==> config.mk <==
export PLATFORM = sky130hd
export DESIGN_NAME = lsu_mem_ctrl
export DESIGN_NICKNAME = d
export VERILOG_FILES = /design/src/rtl/lsu_mem_ctrl_pkg.sv /design/src/rtl/lsu_load_align.sv /design/src/rtl/lsu_mem_ctrl.sv
export SDC_FILE = /design/constraint.sdc
export NUM_CORES = 1
export LEC_CHECK = 0
export ABC_CLOCK_PERIOD_IN_PS = 1600
export CORE_UTILIZATION = 39
export CTS_BUF_LIST = sky130_fd_sc_hd__clkbuf_4 sky130_fd_sc_hd__clkbuf_8
export DETAILED_ROUTE_END_ITERATION = 10
export GPL_ROUTABILITY_DRIVEN = 0
export PLACE_DENSITY = 0.8
export SYNTH_ARGS = -nofsm -noshare
export SYNTH_HDL_FRONTEND = slang
export SYNTH_SLANG_ARGS = --single-unit
==> constraint.sdc <==
create_clock -name I_clk -period 1.6 [get_ports I_clk]
set_input_delay 0.16 -clock I_clk [delete_from_list [all_inputs] [get_ports I_clk]]
set_output_delay 0.16 -clock I_clk [all_outputs]
set_load 0.01 [all_outputs]
==> src/rtl/lsu_mem_ctrl_pkg.sv <==
// Shared types for the load/store memory controller: access sizes, FSM states,
// store lane steering and the misalignment rule.
package lsu_mem_ctrl_pkg;

   typedef logic [1:0] ls_size_t;
   localparam ls_size_t LS_BYTE = 2'd0;
   localparam ls_size_t LS_HALF = 2'd1;
   localparam ls_size_t LS_WORD = 2'd2;  // 2'd3 is reserved and behaves as a word

   typedef enum logic [1:0] {
      LSU_IDLE = 2'd0,
      LSU_REQ  = 2'd1,
      LSU_WAIT = 2'd2
   } lsu_state_e;

   typedef struct packed {
      logic [31:0] wdata;
      logic [3:0]  wstrb;
   } store_lanes_t;

   function automatic store_lanes_t store_lanes(input ls_size_t size,
                                                input logic [1:0] off,
                                                input logic [31:0] wdata);
      store_lanes_t l;
      case (size)
         LS_BYTE: begin
            l.wdata = {4{wdata[7:0]}};
            l.wstrb = 4'b0001 << off;
         end
         LS_HALF: begin
            l.wdata = {2{wdata[15:0]}};
            l.wstrb = 4'b0011 << {off[1], 1'b0};
         end
         default: begin
            l.wdata = wdata;
            l.wstrb = 4'b1111;
         end
      endcase
      return l;
   endfunction

   function automatic logic is_misaligned(input ls_size_t size, input logic [1:0] off);
      case (size)
         LS_BYTE: return 1'b0;
         LS_HALF: return off[0];
         default: return off != 2'b00;
      endcase
   endfunction

endpackage

==> src/rtl/lsu_load_align.sv <==
// Moves the addressed byte/half of a read word down to bit 0 and extends it.
module lsu_load_align
   import lsu_mem_ctrl_pkg::*;
(
   input  logic [31:0] rdata,
   input  logic [1:0]  offset,
   input  ls_size_t    size,
   input  logic        is_unsigned,
   output logic [31:0] data
);

   logic [31:0] shifted;

   assign shifted = rdata >> {offset, 3'b000};

   always_comb begin
      data = shifted;
      case (size)
         LS_BYTE: data = {{24{~is_unsigned & shifted[7]}}, shifted[7:0]};
         LS_HALF: data = {{16{~is_unsigned & shifted[15]}}, shifted[15:0]};
         default: data = shifted;
      endcase
   end

endmodule

==> src/rtl/lsu_mem_ctrl.sv <==
// Load/store unit bus controller: issues one EX memory op, stalls the pipe until
// the response, writes back aligned load data. Optional LSU_MISALIGN_CHK_EN.
module lsu_mem_ctrl
   import lsu_mem_ctrl_pkg::*;
#(
   parameter int ADDR_W = 32,
   parameter int DATA_W = 32
) (
   input  logic              I_clk,
   input  logic              I_rst,
   input  logic              I_ex_ls_valid,
   input  logic              I_ex_ls_load,
   input  logic [1:0]        I_ex_ls_size,
   input  logic              I_ex_ls_unsigned,
   input  logic [ADDR_W-1:0] I_ex_addr,
   input  logic [DATA_W-1:0] I_ex_wdata,
   input  logic [4:0]        I_ex_rd_waddr,
   input  logic              I_flush,
   output logic              O_mem_req,
   output logic              O_mem_we,
   output logic [ADDR_W-1:0] O_mem_addr,
   output logic [DATA_W-1:0] O_mem_wdata,
   output logic [3:0]        O_mem_wstrb,
   input  logic              I_mem_ready,
   input  logic              I_mem_rvalid,
   input  logic [DATA_W-1:0] I_mem_rdata,
   output logic              O_wb_we,
   output logic [4:0]        O_wb_waddr,
   output logic [DATA_W-1:0] O_wb_wdata,
   output logic              O_stallreq,
`ifdef LSU_MISALIGN_CHK_EN
   output logic              O_misalign,
`endif
   output lsu_state_e        O_dbg_state
);

   // Bus handshake: a request transfers on the cycle O_mem_req & I_mem_ready;
   // until then addr/we/wdata/wstrb stay stable. I_mem_rvalid is one response
   // per transfer, arriving at least one cycle after it and only honoured in WAIT.

   lsu_state_e        state, state_nxt;
   logic              misalign, accept;
   store_lanes_t      ex_lanes;
   logic [DATA_W-1:0] align_data;

   logic              r_load, r_uns, r_flushed;
   ls_size_t          r_size;
   logic [1:0]        r_off;
   logic [4:0]        r_rd;
   logic [ADDR_W-1:0] r_addr;
   logic [DATA_W-1:0] r_wdata;
   logic [3:0]        r_wstrb;

`ifdef LSU_MISALIGN_CHK_EN
   assign misalign   = is_misaligned(I_ex_ls_size, I_ex_addr[1:0]);
   assign O_misalign = ~I_rst & (state == LSU_IDLE) & I_ex_ls_valid & ~I_flush & misalign;
`else
   assign misalign = 1'b0;
`endif

   assign accept   = ~I_rst & (state == LSU_IDLE) & I_ex_ls_valid & ~I_flush & ~misalign;
   assign ex_lanes = store_lanes(I_ex_ls_size, I_ex_addr[1:0], I_ex_wdata);

   always_ff @(posedge I_clk) begin
      if (I_rst) state <= LSU_IDLE;
      else       state <= state_nxt;
   end

   always_comb begin
      state_nxt = state;
      case (state)
         LSU_IDLE: if (accept) state_nxt = I_mem_ready ? LSU_WAIT : LSU_REQ;
         LSU_REQ: begin
            if (I_flush)          state_nxt = LSU_IDLE;
            else if (I_mem_ready) state_nxt = LSU_WAIT;
         end
         LSU_WAIT: if (I_mem_rvalid) state_nxt = LSU_IDLE;
         default: state_nxt = LSU_IDLE;
      endcase
   end

   always_ff @(posedge I_clk) begin
      if (I_rst) begin
         r_load    <= 1'b0;
         r_uns     <= 1'b0;
         r_flushed <= 1'b0;
         r_size    <= LS_BYTE;
         r_off     <= 2'b00;
         r_rd      <= 5'd0;
         r_addr    <= '0;
         r_wdata   <= '0;
         r_wstrb   <= 4'b0000;
      end else if (accept) begin
         r_load    <= I_ex_ls_load;
         r_uns     <= I_ex_ls_unsigned;
         r_flushed <= 1'b0;
         r_size    <= I_ex_ls_size;
         r_off     <= I_ex_addr[1:0];
         r_rd      <= I_ex_rd_waddr;
         r_addr    <= {I_ex_addr[ADDR_W-1:2], 2'b00};
         r_wdata   <= I_ex_ls_load ? '0 : ex_lanes.wdata;
         r_wstrb   <= I_ex_ls_load ? 4'b0000 : ex_lanes.wstrb;
      end else if (state == LSU_WAIT && I_flush) begin
         r_flushed <= 1'b1;
      end
   end

   // A flush in REQ withdraws the request in the same cycle so no transfer can slip through.
   always_comb begin
      O_mem_req   = 1'b0;
      O_mem_we    = 1'b0;
      O_mem_addr  = '0;
      O_mem_wdata = '0;
      O_mem_wstrb = 4'b0000;
      O_stallreq  = 1'b0;
      O_wb_we     = 1'b0;
      if (!I_rst) begin
         case (state)
            LSU_IDLE: begin
               if (accept) begin
                  O_mem_req   = 1'b1;
                  O_mem_we    = ~I_ex_ls_load;
                  O_mem_addr  = {I_ex_addr[ADDR_W-1:2], 2'b00};
                  O_mem_wdata = I_ex_ls_load ? '0 : ex_lanes.wdata;
                  O_mem_wstrb = I_ex_ls_load ? 4'b0000 : ex_lanes.wstrb;
                  O_stallreq  = 1'b1;
               end
            end
            LSU_REQ: begin
               O_stallreq = 1'b1;
               if (!I_flush) begin
                  O_mem_req   = 1'b1;
                  O_mem_we    = ~r_load;
                  O_mem_addr  = r_addr;
                  O_mem_wdata = r_wdata;
                  O_mem_wstrb = r_wstrb;
               end
            end
            LSU_WAIT: begin
               O_stallreq = 1'b1;
               O_wb_we    = I_mem_rvalid & r_load & ~r_flushed & ~I_flush;
            end
            default: ;
         endcase
      end
   end

   lsu_load_align u_load_align (
      .rdata       (I_mem_rdata),
      .offset      (r_off),
      .size        (r_size),
      .is_unsigned (r_uns),
      .data        (align_data)
   );

   assign O_wb_waddr  = O_wb_we ? r_rd : 5'd0;
   assign O_wb_wdata  = O_wb_we ? align_data : '0;
   assign O_dbg_state = state;

endmodule

==> impl_metrics.ini <==
[placed_design]
port_buffers = 219
place_ws_ps = -985
place_hpwl_um = 12800

[clock_network]
cts_buffer_depth = 2
htreeDepth = 3
cts_tree = done
clk_latency_ps = 400
cts_sinks = 80
path_clk_slew_ps = 110
numCtsBuffers = 9
ctsRootBufferMaster = clkbuf_8

[timing]
relSlewSlack_pct = 47.2
setup_viol = 187
final_max_slew_viol_count = 0
setup_ws_ps = -905
fin_crit_sh_pct = 157
hold_violations = 0
clock_skew_ps = 21.1
fmax_mhz = 399
grt_setup_unrepaired = yes
min_period_ps = 2510
tightest_slew_ps = 783

[run_status]
violations = setup timing
status = finished, violations left

[setup_path]
path_class = flip-flop to output pin
crit_required_ps = 1440
cp_max_fo = 6
r2r_slack_ps = -730
cp.arrival_ps = 2350
critPathLaunchType = flip-flop
endpoint_kind = output pin

[power_and_ir_drop]
total_power_mw = 5.81
ir_drop_mv = 0.502
p_per_area_nw_per_um2 = 564
leakagePower_nw = 4.50

[drt]
wl_per_cell_um = 27.7
route.detailed.drc = 0
dr.pass1.iters = 5
drtIter0Drc = 1001
routed_wl_um = 31100
ant_nets = 0
vias = 7338
viasPerCell = 6.53

[floorplan]
start_util_pct = 39.8
core-area_um2 = 12000
ios = 222
die_y_um = 113
rows = 40
die_w_um = 113
fp.dieArea_um2 = 12700

[synth]
netlist_area_um2 = 4760
synth.yosys.warnings = 0
ys_types = 41
syn_area_per_cell_um2 = 7.89
ys_seq_elements = 80
ys_seq_area_share_pct = 33.6
syn_inst = 604

[run]
cap_violations = 0

[layout]
register_area_um2 = 1610
drive_above_1_share_pct = 56.7
multi_input_area_um2 = 3950
final_common_cell = clkdlybuf4s50_1
final_cell_mix = clkdlybuf4s50_1 (110), buf_4 (98), buf_6 (83)
syn_to_final_growth_pct = 116
nets = 1085
fill_cells = 454
post-route-util_pct = 86.2

[global_routing]
grt_max_degree = 31
grt_pass1_vias = 6970
antenna_found_initial = 2
grt_pass1_wl_um = 36900
grt-ovfl-total = 0
grt_util_all_layers_pct = 37.6

[worst_hold_path]
hold_class = primary input to flip-flop
-- state kept, by name, summed over array words and instances (netlist names) --
register	flops
r_load	1
r_rd	5
r_wstrb	4
O_dbg_state	2
r_flushed	1
r_size	2
r_off	2
r_addr	30
r_uns	1
r_wdata	32
-- worst max-delay path, cell delays in order (launching register included) --
cell and delay, ps:
dfxtp_4 370, inv_4 70, ha_4 150, nor4bb_4 240
nor2b_4 300, buf_6 200, buf_12 130, buf_8 130
a22oi_2 60, nor2_2 160, buf_6 130
-- final timing paths --
kind,start,endpoint,cells after the start
hold / removal,I_ex_rd_waddr[2],r_rd[2],3
setup reg to reg,O_dbg_state[1],r_wdata[10],13
setup / recovery,O_dbg_state[1],O_mem_wdata[18],10
hold reg to reg,r_wdata[28],r_wdata[28],2
-- power breakdown --
group	leakage, nW	total [mW]	internal, mW	switching [mW]
clock network	0.101	1.71	0.802	0.906
registers	0.654	2.18	2.08	0.0977
logic	3.75	1.93	1.01	0.921
-- per-stage QoR --
step | TNS (ps) | area, um^2 | hold WS (ps) | std cells
after floorplan | -6330 | 5110 | 269 | 605
after global placement | -146910 | 8020 | 429 | 1006
after detailed placement | -152900 | 8020 | 435 | 1006
after CTS | -89220 | 9510 | 365 | 1102
after global routing | -132900 | 10300 | 340 | 1122
final | -118490 | 10300 | 339 | 1123
-- final cells by class --
| class | instances | area share (%) |
|---|---|---|
| inverters | 5 | 0.279 |
| flip-flops and latches | 80 | 15.6 |
| clock buffers | 11 | 1.47 |
| repair buffers | 413 | 42.0 |
| clock inverters | 5 | 0.534 |
| well taps | 147 | 1.78 |
| diodes | 1 | 0.0243 |
| multi-input cells | 461 | 38.3 |
-- cell usage after synthesis, drive strengths merged --
master	n	area share [%]
nor4bb	1	0.21
nand2	111	8.7
mux2i	26	5.5
nor3	3	0.32
buf	39	5.3
a22oi	46	7.2
nand2b	14	1.8
ha	4	1.1
dfxtp	80	34
o2bb2ai	1	0.18
nor2b	13	1.7
o2111ai	1	0.55
or3	2	0.26
and2	12	1.6
a21oi	30	3.8
a311oi	1	0.18
o211ai	1	0.16
a2bb2oi	1	0.18
o21ai	37	4.0
a211oi	14	2.2
a21o	2	0.32
nor4	1	0.26
inv	5	0.50
o31ai	2	0.32
nor2	68	5.4
nand4b	1	0.18
or2	3	0.39
conb	1	0.079
a22o	46	8.5
clkbuf	20	1.6
nand3	1	0.10
mux2	16	3.8
o21bai	1	0.16
-- routing by layer --
layer  vias up  wire (um)  global-route usage (%)  share of wire, %
met5         -          9                       0             0.029
met4         2       3120                    26.3                10
met3       314       4160                    8.86                13
met2       800      13700                    65.6                44
met1      3355      10000                    40.2                32
li1       2867          -                       -                 -
-- cells by family after synthesis --
kind of cell / count (synthesis) / share of synthesized area, %
simple gates: 230 / 21.0
compound gates: 183 / 27.7
flops: 80 / 33.6
buf+inv: 64 / 7.35
mux: 42 / 9.24
fa+ha+maj: 4 / 1.05
other cells: 1 / 0.0787
-- what timing repair did --
action                     in CTS  in global routing
setup endpoints to repair     186                189
resized for setup             631                175
hold buffers                    0                  0
buffers inserted               59                 23
pin swaps                      81                 83
cloned                         22                  6
Power figures use the tool's default switching activity.
